`src/rtl/risc_pkg.sv`:
```
// Shared fetch-stage types and constants.
// No ports: INSTR_WIDTH, PC_STEP, fetch FSM state enum.
package risc_pkg;

  localparam int INSTR_WIDTH = 32;
  localparam int PC_STEP     = 4;

  typedef enum logic {
    S_BOOT = 1'b0,
    S_RUN  = 1'b1
  } fetch_state_t;

endpackage

```
`src/rtl/risc_fetch_fifo.sv`:
```
// Prefetch FIFO: sync, flushable, head driven from storage.
// Ports: clk, reset, i_flush, i_push, i_pop, i_data,
//        o_valid, o_data (0 when empty), o_count.
module risc_fetch_fifo
  import risc_pkg::*;
#(
  parameter int DEPTH      = 4,
  parameter int DATA_WIDTH = INSTR_WIDTH + 32
) (
  input  logic                      clk,
  input  logic                      reset,
  input  logic                      i_flush,
  input  logic                      i_push,
  input  logic                      i_pop,
  input  logic [DATA_WIDTH-1:0]     i_data,
  output logic                      o_valid,
  output logic [DATA_WIDTH-1:0]     o_data,
  output logic [$clog2(DEPTH):0]    o_count
);

  localparam int PW = $clog2(DEPTH);
  localparam int CW = PW + 1;

  logic [DATA_WIDTH-1:0] r_mem [DEPTH];
  logic [PW-1:0]         r_wr;
  logic [PW-1:0]         r_rd;
  logic [CW-1:0]         r_count;
  logic                  w_empty;
  logic                  w_full;
  logic                  w_do_pop;

  assign w_empty  = (r_count == '0);
  assign w_full   = (r_count == CW'(DEPTH));
  assign w_do_pop = i_pop && !w_empty;

  always_ff @(posedge clk or posedge reset) begin
    if (reset) begin
      r_wr    <= '0;
      r_rd    <= '0;
      r_count <= '0;
    end else if (i_flush) begin
      r_wr    <= '0;
      r_rd    <= '0;
      r_count <= '0;
    end else begin
      if (i_push)   r_wr <= r_wr + 1'b1;
      if (w_do_pop) r_rd <= r_rd + 1'b1;
      unique case ({i_push, w_do_pop})
        2'b10:   r_count <= r_count + 1'b1;
        2'b01:   r_count <= r_count - 1'b1;
        default: r_count <= r_count;
      endcase
    end
  end

  always_ff @(posedge clk) begin
    if (i_push && !i_flush) r_mem[r_wr] <= i_data;
  end

  assign o_valid = !w_empty;
  assign o_data  = w_empty ? '0 : r_mem[r_rd];
  assign o_count = r_count;

  // Upstream credit accounting must never let a push land on a full FIFO.
  a_no_overflow: assert property (
    @(posedge clk) disable iff (reset)
      !(i_push && !i_flush && w_full));

endmodule

```
`src/rtl/risc_fetch_unit.sv`:
```
// Fetch stage: PC, pipelined imem reads, prefetch FIFO, redirect.
// Ports: clk, reset, imem req/gnt/addr/rvalid/rdata, redirect,
//        halt, inst valid/ready/data/pc, pc_out (next fetch PC).
module risc_fetch_unit
  import risc_pkg::*;
#(
  parameter int               WIDTH      = 32,
  parameter int               ADDR_WIDTH = 8,
  parameter int               FIFO_DEPTH = 4,
  parameter logic [WIDTH-1:0] RESET_PC   = '0
) (
  input  logic                   clk,
  input  logic                   reset,
  output logic                   o_imem_req,
  input  logic                   i_imem_gnt,
  output logic [ADDR_WIDTH-1:0]  o_imem_addr,
  input  logic                   i_imem_rvalid,
  input  logic [INSTR_WIDTH-1:0] i_imem_rdata,
  input  logic                   i_redirect_valid,
  input  logic [WIDTH-1:0]       i_redirect_pc,
  input  logic                   i_halt,
  output logic                   o_inst_valid,
  input  logic                   i_inst_ready,
  output logic [INSTR_WIDTH-1:0] o_inst_data,
  output logic [WIDTH-1:0]       o_inst_pc,
  output logic [WIDTH-1:0]       o_pc_out
);

  localparam int CW = $clog2(FIFO_DEPTH) + 1;
  localparam int DW = INSTR_WIDTH + WIDTH;
  localparam logic [WIDTH-1:0] STEP = WIDTH'(PC_STEP);

  fetch_state_t    r_state;
  fetch_state_t    w_state_nx;
  logic            w_run;

  logic [WIDTH-1:0] r_fetch_pc;
  logic [WIDTH-1:0] r_resp_pc;
  logic [CW-1:0]    r_outst;
  logic [CW-1:0]    r_drop;
  logic [CW-1:0]    w_outst_nx;
  logic [CW-1:0]    w_count;
  logic [CW:0]      w_inuse;
  logic             w_credit;
  logic             w_issue;
  logic             w_drop;
  logic             w_push;
  logic             w_pop;
  logic [WIDTH-1:0] w_redir_pc;
  logic [DW-1:0]    w_head;
  logic             w_unused;

  always_ff @(posedge clk or posedge reset) begin
    if (reset) r_state <= S_BOOT;
    else       r_state <= w_state_nx;
  end

  always_comb begin
    w_state_nx = r_state;
    unique case (r_state)
      S_BOOT:  w_state_nx = S_RUN;
      S_RUN:   w_state_nx = S_RUN;
      default: w_state_nx = S_BOOT;
    endcase
  end

  always_comb begin
    w_run = (r_state == S_RUN);
  end

  // Buffered plus in-flight words may never exceed FIFO slots.
  assign w_inuse  = {1'b0, w_count} + {1'b0, r_outst};
  assign w_credit = w_inuse < (CW+1)'(FIFO_DEPTH);

  assign o_imem_req = w_run && !i_halt && w_credit
                   && !i_redirect_valid;
  assign w_issue    = o_imem_req && i_imem_gnt;

  assign w_outst_nx = r_outst + CW'(w_issue)
                    - CW'(i_imem_rvalid);

  assign w_drop = i_imem_rvalid && (r_drop != '0);
  assign w_push = i_imem_rvalid && !w_drop
               && !i_redirect_valid;
  assign w_pop  = o_inst_valid && i_inst_ready;

  assign w_redir_pc = {i_redirect_pc[WIDTH-1:2], 2'b00};
  assign w_unused   = ^i_redirect_pc[1:0];

  always_ff @(posedge clk or posedge reset) begin
    if (reset) begin
      r_fetch_pc <= RESET_PC;
      r_resp_pc  <= RESET_PC;
      r_outst    <= '0;
      r_drop     <= '0;
    end else begin
      r_outst <= w_outst_nx;
      if (i_redirect_valid) begin
        // Everything still in flight after this cycle is stale.
        r_fetch_pc <= w_redir_pc;
        r_resp_pc  <= w_redir_pc;
        r_drop     <= w_outst_nx;
      end else begin
        if (w_issue) r_fetch_pc <= r_fetch_pc + STEP;
        if (w_push)  r_resp_pc  <= r_resp_pc + STEP;
        if (w_drop)  r_drop     <= r_drop - 1'b1;
      end
    end
  end

  risc_fetch_fifo #(
    .DEPTH      (FIFO_DEPTH),
    .DATA_WIDTH (DW)
  ) u_fifo (
    .clk     (clk),
    .reset   (reset),
    .i_flush (i_redirect_valid),
    .i_push  (w_push),
    .i_pop   (w_pop),
    .i_data  ({i_imem_rdata, r_resp_pc}),
    .o_valid (o_inst_valid),
    .o_data  (w_head),
    .o_count (w_count)
  );

  assign o_inst_data = w_head[DW-1:WIDTH];
  assign o_inst_pc   = w_head[WIDTH-1:0];
  assign o_imem_addr = r_fetch_pc[ADDR_WIDTH-1:0];
  assign o_pc_out    = r_fetch_pc;

endmodule

```
`config.mk`:
```
export PLATFORM = sky130hd
export DESIGN_NAME = risc_fetch_unit
export DESIGN_NICKNAME = d
export VERILOG_FILES = /design/src/rtl/risc_pkg.sv /design/src/rtl/risc_fetch_fifo.sv /design/src/rtl/risc_fetch_unit.sv
export SDC_FILE = /design/constraint.sdc
export NUM_CORES = 1
export LEC_CHECK = 0
export CAP_MARGIN = 25
export CORE_MARGIN = 2
export CORE_UTILIZATION = 50
export DETAILED_ROUTE_END_ITERATION = 8
export HOLD_SLACK_MARGIN = 0.15
export PLACE_DENSITY_LB_ADDON = 0.1
export SYNTH_ARGS = -nofsm -noshare
export SYNTH_HDL_FRONTEND = slang
export SYNTH_SLANG_ARGS = --single-unit
export TNS_END_PERCENT = 5
```
`constraint.sdc`:
```
create_clock -name clk -period 3.6 [get_ports clk]
set_clock_uncertainty 0.1 [all_clocks]
set_input_delay 0.72 -clock clk [delete_from_list [all_inputs] [get_ports clk]]
set_output_delay 0.72 -clock clk [all_outputs]
set_load 0.01 [all_outputs]
```
# --- Word-level counts from Yosys, hierarchy flattened ---
# Memories as Yosys holds them, arrays and structs flattened.
# Index checks and enable logic that the tools add are counted.
word_totals:
  inputBits: 71
  register_bits: 78
  ram_bits: 256
  out_inout_bits: 106
  mem_count: 1
  word_cells: 58
mem_list:
  columns: ["name", "words", "width", "read_ports", "rd_clocked_by_memory_dff", "wr", "line_no", "text"]
  rows:
  - ["u_fifo.r_mem", 4, 64, 1, 0, 1, "risc_fetch_fifo.sv:24", "logic [DATA_WIDTH-1:0] r_mem [DEPTH];"]
op_classes:
  magnitude_cmp: 1
  muxes: 15
  add_sub_neg: 10
  n_reduce_logical: 21
  n_eq_ne: 2
op_table:
  columns: ["operator", "count"]
  rows:
  - ["$mux 32", 4]
  - ["$add 32x3->32 const B", 2]
  - ["$mux 64", 1]
  - ["$logic_and 1x1->1", 10]
  - ["$mux 3", 3]
  - ["$mux 2", 4]
  - ["$reduce_bool 2->1", 4]
  - ["$pmux 3 s2", 1]
  - ["$reduce_bool 3->1", 2]
  - ["$sub 3x1->3 const B", 2]
  - ["$add 2x1->2 const B", 2]
  - ["$add 3x3->4", 1]
  - ["$logic_not 1->1", 4]
  - ["$lt 4x3->1 const B", 1]
  - ["$add 3x1->3", 1]
  - ["$add 3x1->3 const B", 1]
  - ["$logic_not 3->1", 1]
  - ["$sub 3x1->3", 1]
  - ["$eq 2x1->1 const B", 1]
  - ["$eq 2x2->1 const B", 1]
  - ["$mux 1", 2]

# --- Depth between registers and ports, before layout ---
logic_depth:
  depth_word: 8
  ltp_mapped: 14
  ltp_nobuf: 12

# --- By module ---
# From an unflattened synthesis, not the netlist that was laid out.
unflattened:
  cells_unflattened: 878
  area_unflattened_um2: 13943.4
modules_own_cells:
  columns: ["mod", "seq_area_each_um2", "area_per_inst_um2", "cells_per_inst", "instances"]
  rows:
  - ["risc_fetch_fifo", 7862.5, 10129.7, 455, 1]
  - ["risc_fetch_unit", 1676.6, 3813.7, 423, 1]

# --- Worst setup path before layout ---
# OpenSTA, ideal clock, no wires.
synth_path:
  path_type: "in2reg"
  startpoint: "in i_redirect_valid"
  endpoint: "mem u_fifo.r_mem[2][10] (netlist bit), enable pin"
  t_arrival_ps: 2887
  path_buffers: 2
  slack_ps: 186
  setup_ps: 427
  required_time_ps: 3073
  cell_stages: 4
  cell_sequence: "buf_4 inv_1 clkbuf_1 and3_1"
synth_via:
  elab_chain_cells: 5
synth_rtl:
  columns: ["element", "line_no", "text"]
  rows:
  - ["from (decl)", "risc_fetch_unit.sv:19", "input logic i_redirect_valid,"]
  - ["$logic_not 1->1 *", "risc_fetch_fifo.sv:57, risc_fetch_unit.sv:84", null]
  - ["$logic_and 1x1->1", "risc_fetch_unit.sv:84", "&& !i_redirect_valid;"]
  - ["$logic_and 1x1->1 *", "risc_fetch_fifo.sv:57", "if (i_push && !i_flush) r_mem[r_wr] <= i_data;"]
  - ["$mux 1 *", "risc_fetch_fifo.sv:57", null]
  - ["$mux 1 (implied by the code) *", "risc_fetch_fifo.sv:57", null]
  - ["to (decl)", "risc_fetch_fifo.sv:24", null]
# Mark *: on every way between the ends. The rest lies on a longest branch, timed or not.

# --- Worst setup path after layout ---
layout_path:
  startpoint: "reg u_fifo.r_rd[0]"
  endpoint: "out o_inst_pc[23]"
layout_via:
  elab_chain_cells: 2
layout_rtl:
  columns: ["element", "line_no", "text"]
  rows:
  - ["from (decl)", "risc_fetch_fifo.sv:26", "logic [PW-1:0] r_rd;"]
  - ["from (signal assigned)", "risc_fetch_fifo.sv:47", "if (w_do_pop) r_rd <= r_rd + 1'b1;"]
  - ["$mem_v2 4x64", null, null]
  - ["$mux 64", "risc_fetch_fifo.sv:61", "assign o_data = w_empty ? '0 : r_mem[r_rd];"]
  - ["to (decl)", "risc_fetch_unit.sv:25", "output logic [WIDTH-1:0] o_inst_pc,"]
# No other way between the ends.

==> flow_results.org <==
** Outcome
- Status :: finished clean

** Clocking
- The clock tree synthesis step divided the H-tree into 2 levels.
- After clock tree synthesis, the clock-pin slew on the worst setup and hold paths is 0.06 ns.
- In this run, post-CTS repair resized a total of 0 instances.
- Hold buffer count at cts :: 0
- Clk root buf :: sky130_fd_sc_hd__clkbuf_16
- Clock buffer count from CTS :: 35
- Post CTS Setup Buffer Count :: 0
- The later pin in the worst-skew pair is clocked with a latency of 0.50 ns.
- Longest Clk Path Bufs :: 3
- TritonCTS built the clock tree.
- The clock drives 322 sinks.

** Worst setup path
- Startpoint of the worst register-to-register path :: u_fifo.o_count[2]
- At the worst endpoint, the arrival time is 2.62 ns.
- For flop-to-flop paths, the worst setup slack is 0.72 ns.
- Cell count of the worst reg-to-reg path :: 12
- Stage delay of the slowest cell on the critical path :: 0.65 ns
- Reg-to-Reg End :: r_drop[2]
- Kind of end point of the critical path :: output pin
- The worst setup path is launched from a flip-flop.
- Top fanout value on the critical path :: 17
- The worst setup path is of the reg2out kind.
- The critical path starts at u_fifo.r_rd[0].
- At the worst endpoint, the required time is 2.78 ns.
- Critical Path, Cell by Cell :: buf_4, mux4_2, and2_1, clkdlybuf4s50_1
- Termination of the worst setup path :: o_inst_pc[23]
- Crit-path slowest cell :: sky130_fd_sc_hd__dfrtp_4

** Power
- Power per Cell Area :: 649.3 nW/um2
- P_leak :: 5.827 nW
- Across the VDD grid, the largest voltage drop is 0.3814 mV.

** Logic synthesis
- Number of flops mapped to enable cells by yosys :: 248
- Synthesized area divided by synthesized cell count :: 15.88 um2
- Share of Yosys cell area claimed by the top area cell type :: 54.22%
- Leading area contributor after synthesis :: sky130_fd_sc_hd__edfxtp_1
- Count of yosys warnings during synthesis :: 0
- Number of flip-flops and latches in the synthesized netlist :: 322
- Syn Inst Count :: 865
- In the synthesized netlist the dominant register cell turns out to be sky130_fd_sc_hd__edfxtp_1.
- Synth top area cells :: sky130_fd_sc_hd__edfxtp_1 (54%), sky130_fd_sc_hd__dfrtp_1 (13%), sky130_fd_sc_hd__mux4_2 (10%), sky130_fd_sc_hd__and2_1 (3.1%), sky130_fd_sc_hd__xnor2_1 (1.6%)
- Sequential elements use 67.71% of the synthesized area.
- After synthesis, the share of flip-flops with an asynchronous set or reset is 22.98%.
- Yosys cell types :: 55
- In this run the cell area of the synthesized design comes to 13730 um2.

** Global routing
- Initial antenna violation count :: 0
- First-pass GRT wire length :: 43870 um
- Summed over all layers, the global routing overflow is 0.
- Total global routing track utilization :: 19.64%
- The number of global-route vias before repair was 8070.
- Largest net degree at the start of global routing :: 65

** Floorplan
- Area of the die :: 28810 um2
- Count of standard-cell rows :: 60
- From left edge to right edge, the die measures 169.7 um.
- Measured along the y axis, the die boundary spans 169.7 um.
- The core region is 26950 um2.
- Starting utilization of the core area :: 50.96%
- IO Pins :: 177

** Timing
- Measured slew at the worst slew-check pin :: 0.7112 ns
- Setup total negative slack on the finished layout was measured at 0 ns.
- The number of failing hold endpoints at the final stage was 0.
- Worst hold margin :: 0.4161 ns
- Timing would allow up to 0.2910 GHz.
- Final number of setup-violating endpoints :: 0
- Number of max-slew violations in the final report :: 0
- Slew HR :: 52.18%
- After layout, the worst path uses 95.46% of the clock period.
- Tmin final :: 3.437 ns
- Setup repair after global routing left no endpoint under its margin.

** Routing
- Dividing the detail-routed wire length by the instance count gives 19.57 um.
- Detailed-route DRC error count :: 0
- In the routed layout, each cell is associated on average with a via count of 5.554.
- Antenna viol nets, final :: 0
- The first detailed-routing pass took 5 iterations.
- Vias after detailed routing :: 7803
- In this run, the number of DRC markers left after iteration 0 of detailed routing was 482.
- WL final :: 27500 um

** Cells and area
- Total inserted antenna cells :: 0
- Cells with a size suffix above 1 make up 14.94% of the layout.
- Nets@finish :: 1126
- Compared with the post-synthesis result, the final layout area differs by 23.32%.

** Place
- Input/output buffers :: 168
- GPL Wtd Cong :: 0.7871
- The HPWL after detailed placement is 17120 um.

** Min path
- Worst min-delay path class :: reg2reg
- Startpoint of the most critical hold path :: r_outst[2]

** Run
- The tool flagged a number of max-cap violations equal to 0.
-- critical path, delay by kind of cell, from the launching register on --
kind	cells	cell delay [ns]
flops	1	0.65
simple gates	1	0.17
mux	1	0.53
buf+inv	2	0.75
-- layout make-up --
type / count / area [um2]
fill: 1969 / 10010
sequential: 322 / 9304
multi-input combinational: 475 / 4088
timing repair buffer: 191 / 1937
clock buffer: 46 / 979.7
tap: 341 / 426.7
clock inverter: 14 / 142.6
inverter: 16 / 60.06
-- cell usage in the layout (no fill, tap or decap), types with 12 or more instances in the layout --
master / instances
sky130_fd_sc_hd__a21boi_0: 16
sky130_fd_sc_hd__and2_1: 67
sky130_fd_sc_hd__and3_1: 13
sky130_fd_sc_hd__buf_4: 16
sky130_fd_sc_hd__clkbuf_16: 37
sky130_fd_sc_hd__clkdlybuf4s50_1: 167
sky130_fd_sc_hd__dfrtp_1: 72
sky130_fd_sc_hd__edfxtp_1: 248
sky130_fd_sc_hd__ha_1: 12
sky130_fd_sc_hd__inv_1: 14
sky130_fd_sc_hd__mux4_2: 62
sky130_fd_sc_hd__nand2_1: 49
sky130_fd_sc_hd__nand3_1: 33
sky130_fd_sc_hd__nand4_1: 22
sky130_fd_sc_hd__nor2_1: 21
sky130_fd_sc_hd__o21ai_0: 29
sky130_fd_sc_hd__xnor2_1: 25
sky130_fd_sc_hd__xor2_1: 23
-- cells by family (layout without fill, tap and decap cells) --
group | after synthesis | in the layout | share of synthesized area, %
xor gates and xnor gates | 48 | 48 | 3.061
muxes | 71 | 71 | 10.90
buffers and inverters | 73 | 267 | 2.715
adders and majority gates | 14 | 14 | 1.385
other | 2 | 7 | 0.05468
and+or+nand+nor | 257 | 257 | 10.59
DFF | 322 | 322 | 67.71
AOI/OAI and AO/OA | 78 | 78 | 3.589
-- stage by stage --
stage	instances	setup WS (ns)	cell area, um2	total power, mW	utilization (%)
finish	1405	0.1634	16940	11.00	62.85
detailed placement	1345	0.3839	15820	7.640	58.68
floorplan	870	0.1865	13750	6.227	-
global placement	1345	0.4071	15820	7.612	58.68
CTS	1405	0.1089	16940	11.15	62.85
global route	1405	0.03386	16940	11.55	62.85
-- report_power, final --
group	total (mW)	internal, mW	switching, mW
Combinational	2.99	1.71	1.28
Clock	3.49	2.12	1.36
Sequential	4.52	4.26	0.259
-- flip-flops by register name, summed over array words and instances (netlist names) --
| signal | flops |
|---|---|
| u_fifo.r_mem | 248 |
| o_pc_out | 30 |
| r_resp_pc | 30 |
| r_drop | 3 |
| r_outst | 3 |
| u_fifo.o_count | 3 |
| u_fifo.r_rd | 2 |
| u_fifo.r_wr | 2 |
| r_state | 1 |
-- Yosys cell counts (4+ instances only) --
cell type                  count
sky130_fd_sc_hd__a21boi_0     16
sky130_fd_sc_hd__a21oi_1       9
sky130_fd_sc_hd__and2_1       67
sky130_fd_sc_hd__and3_1       17
sky130_fd_sc_hd__and4_1        5
sky130_fd_sc_hd__buf_2        11
sky130_fd_sc_hd__buf_4        15
sky130_fd_sc_hd__clkbuf_1     26
sky130_fd_sc_hd__dfrtp_1      74
sky130_fd_sc_hd__edfxtp_1    248
sky130_fd_sc_hd__ha_1         12
sky130_fd_sc_hd__inv_1        15
sky130_fd_sc_hd__mux2_2        8
sky130_fd_sc_hd__mux4_2       62
sky130_fd_sc_hd__nand2_1      49
sky130_fd_sc_hd__nand2b_1      8
sky130_fd_sc_hd__nand3_1      33
sky130_fd_sc_hd__nand4_1      22
sky130_fd_sc_hd__nor2_1       21
sky130_fd_sc_hd__nor3_1        7
sky130_fd_sc_hd__nor4_1        5
sky130_fd_sc_hd__o211ai_1      5
sky130_fd_sc_hd__o21ai_0      29
sky130_fd_sc_hd__o311ai_0      7
sky130_fd_sc_hd__or4_1         4
sky130_fd_sc_hd__xnor2_1      25
sky130_fd_sc_hd__xor2_1       23
-- layer usage --
layer | vias to the layer above | global-route usage [%] | share of wire, %
met4 | 0 | 5.983 | 2.2
met3 | 41 | 2.985 | 5.5
met2 | 259 | 32.55 | 48
met1 | 3881 | 27.19 | 45
met5 | - | 0 | 0
li1 | 3622 | - | -
-- worst min-delay path by stage --
stage | endpoint | slack, ns | cells after the start
global route | r_outst[2] | 0.46 | 1
CTS | r_outst[2] | 0.42 | 1
finish | r_outst[2] | 0.42 | 1
global placement | r_outst[2] | 0.41 | 1
floorplan | r_outst[2] | 0.37 | 1
detailed placement | r_outst[2] | 0.41 | 1
No activity file was read; power rests on OpenSTA's default activity.
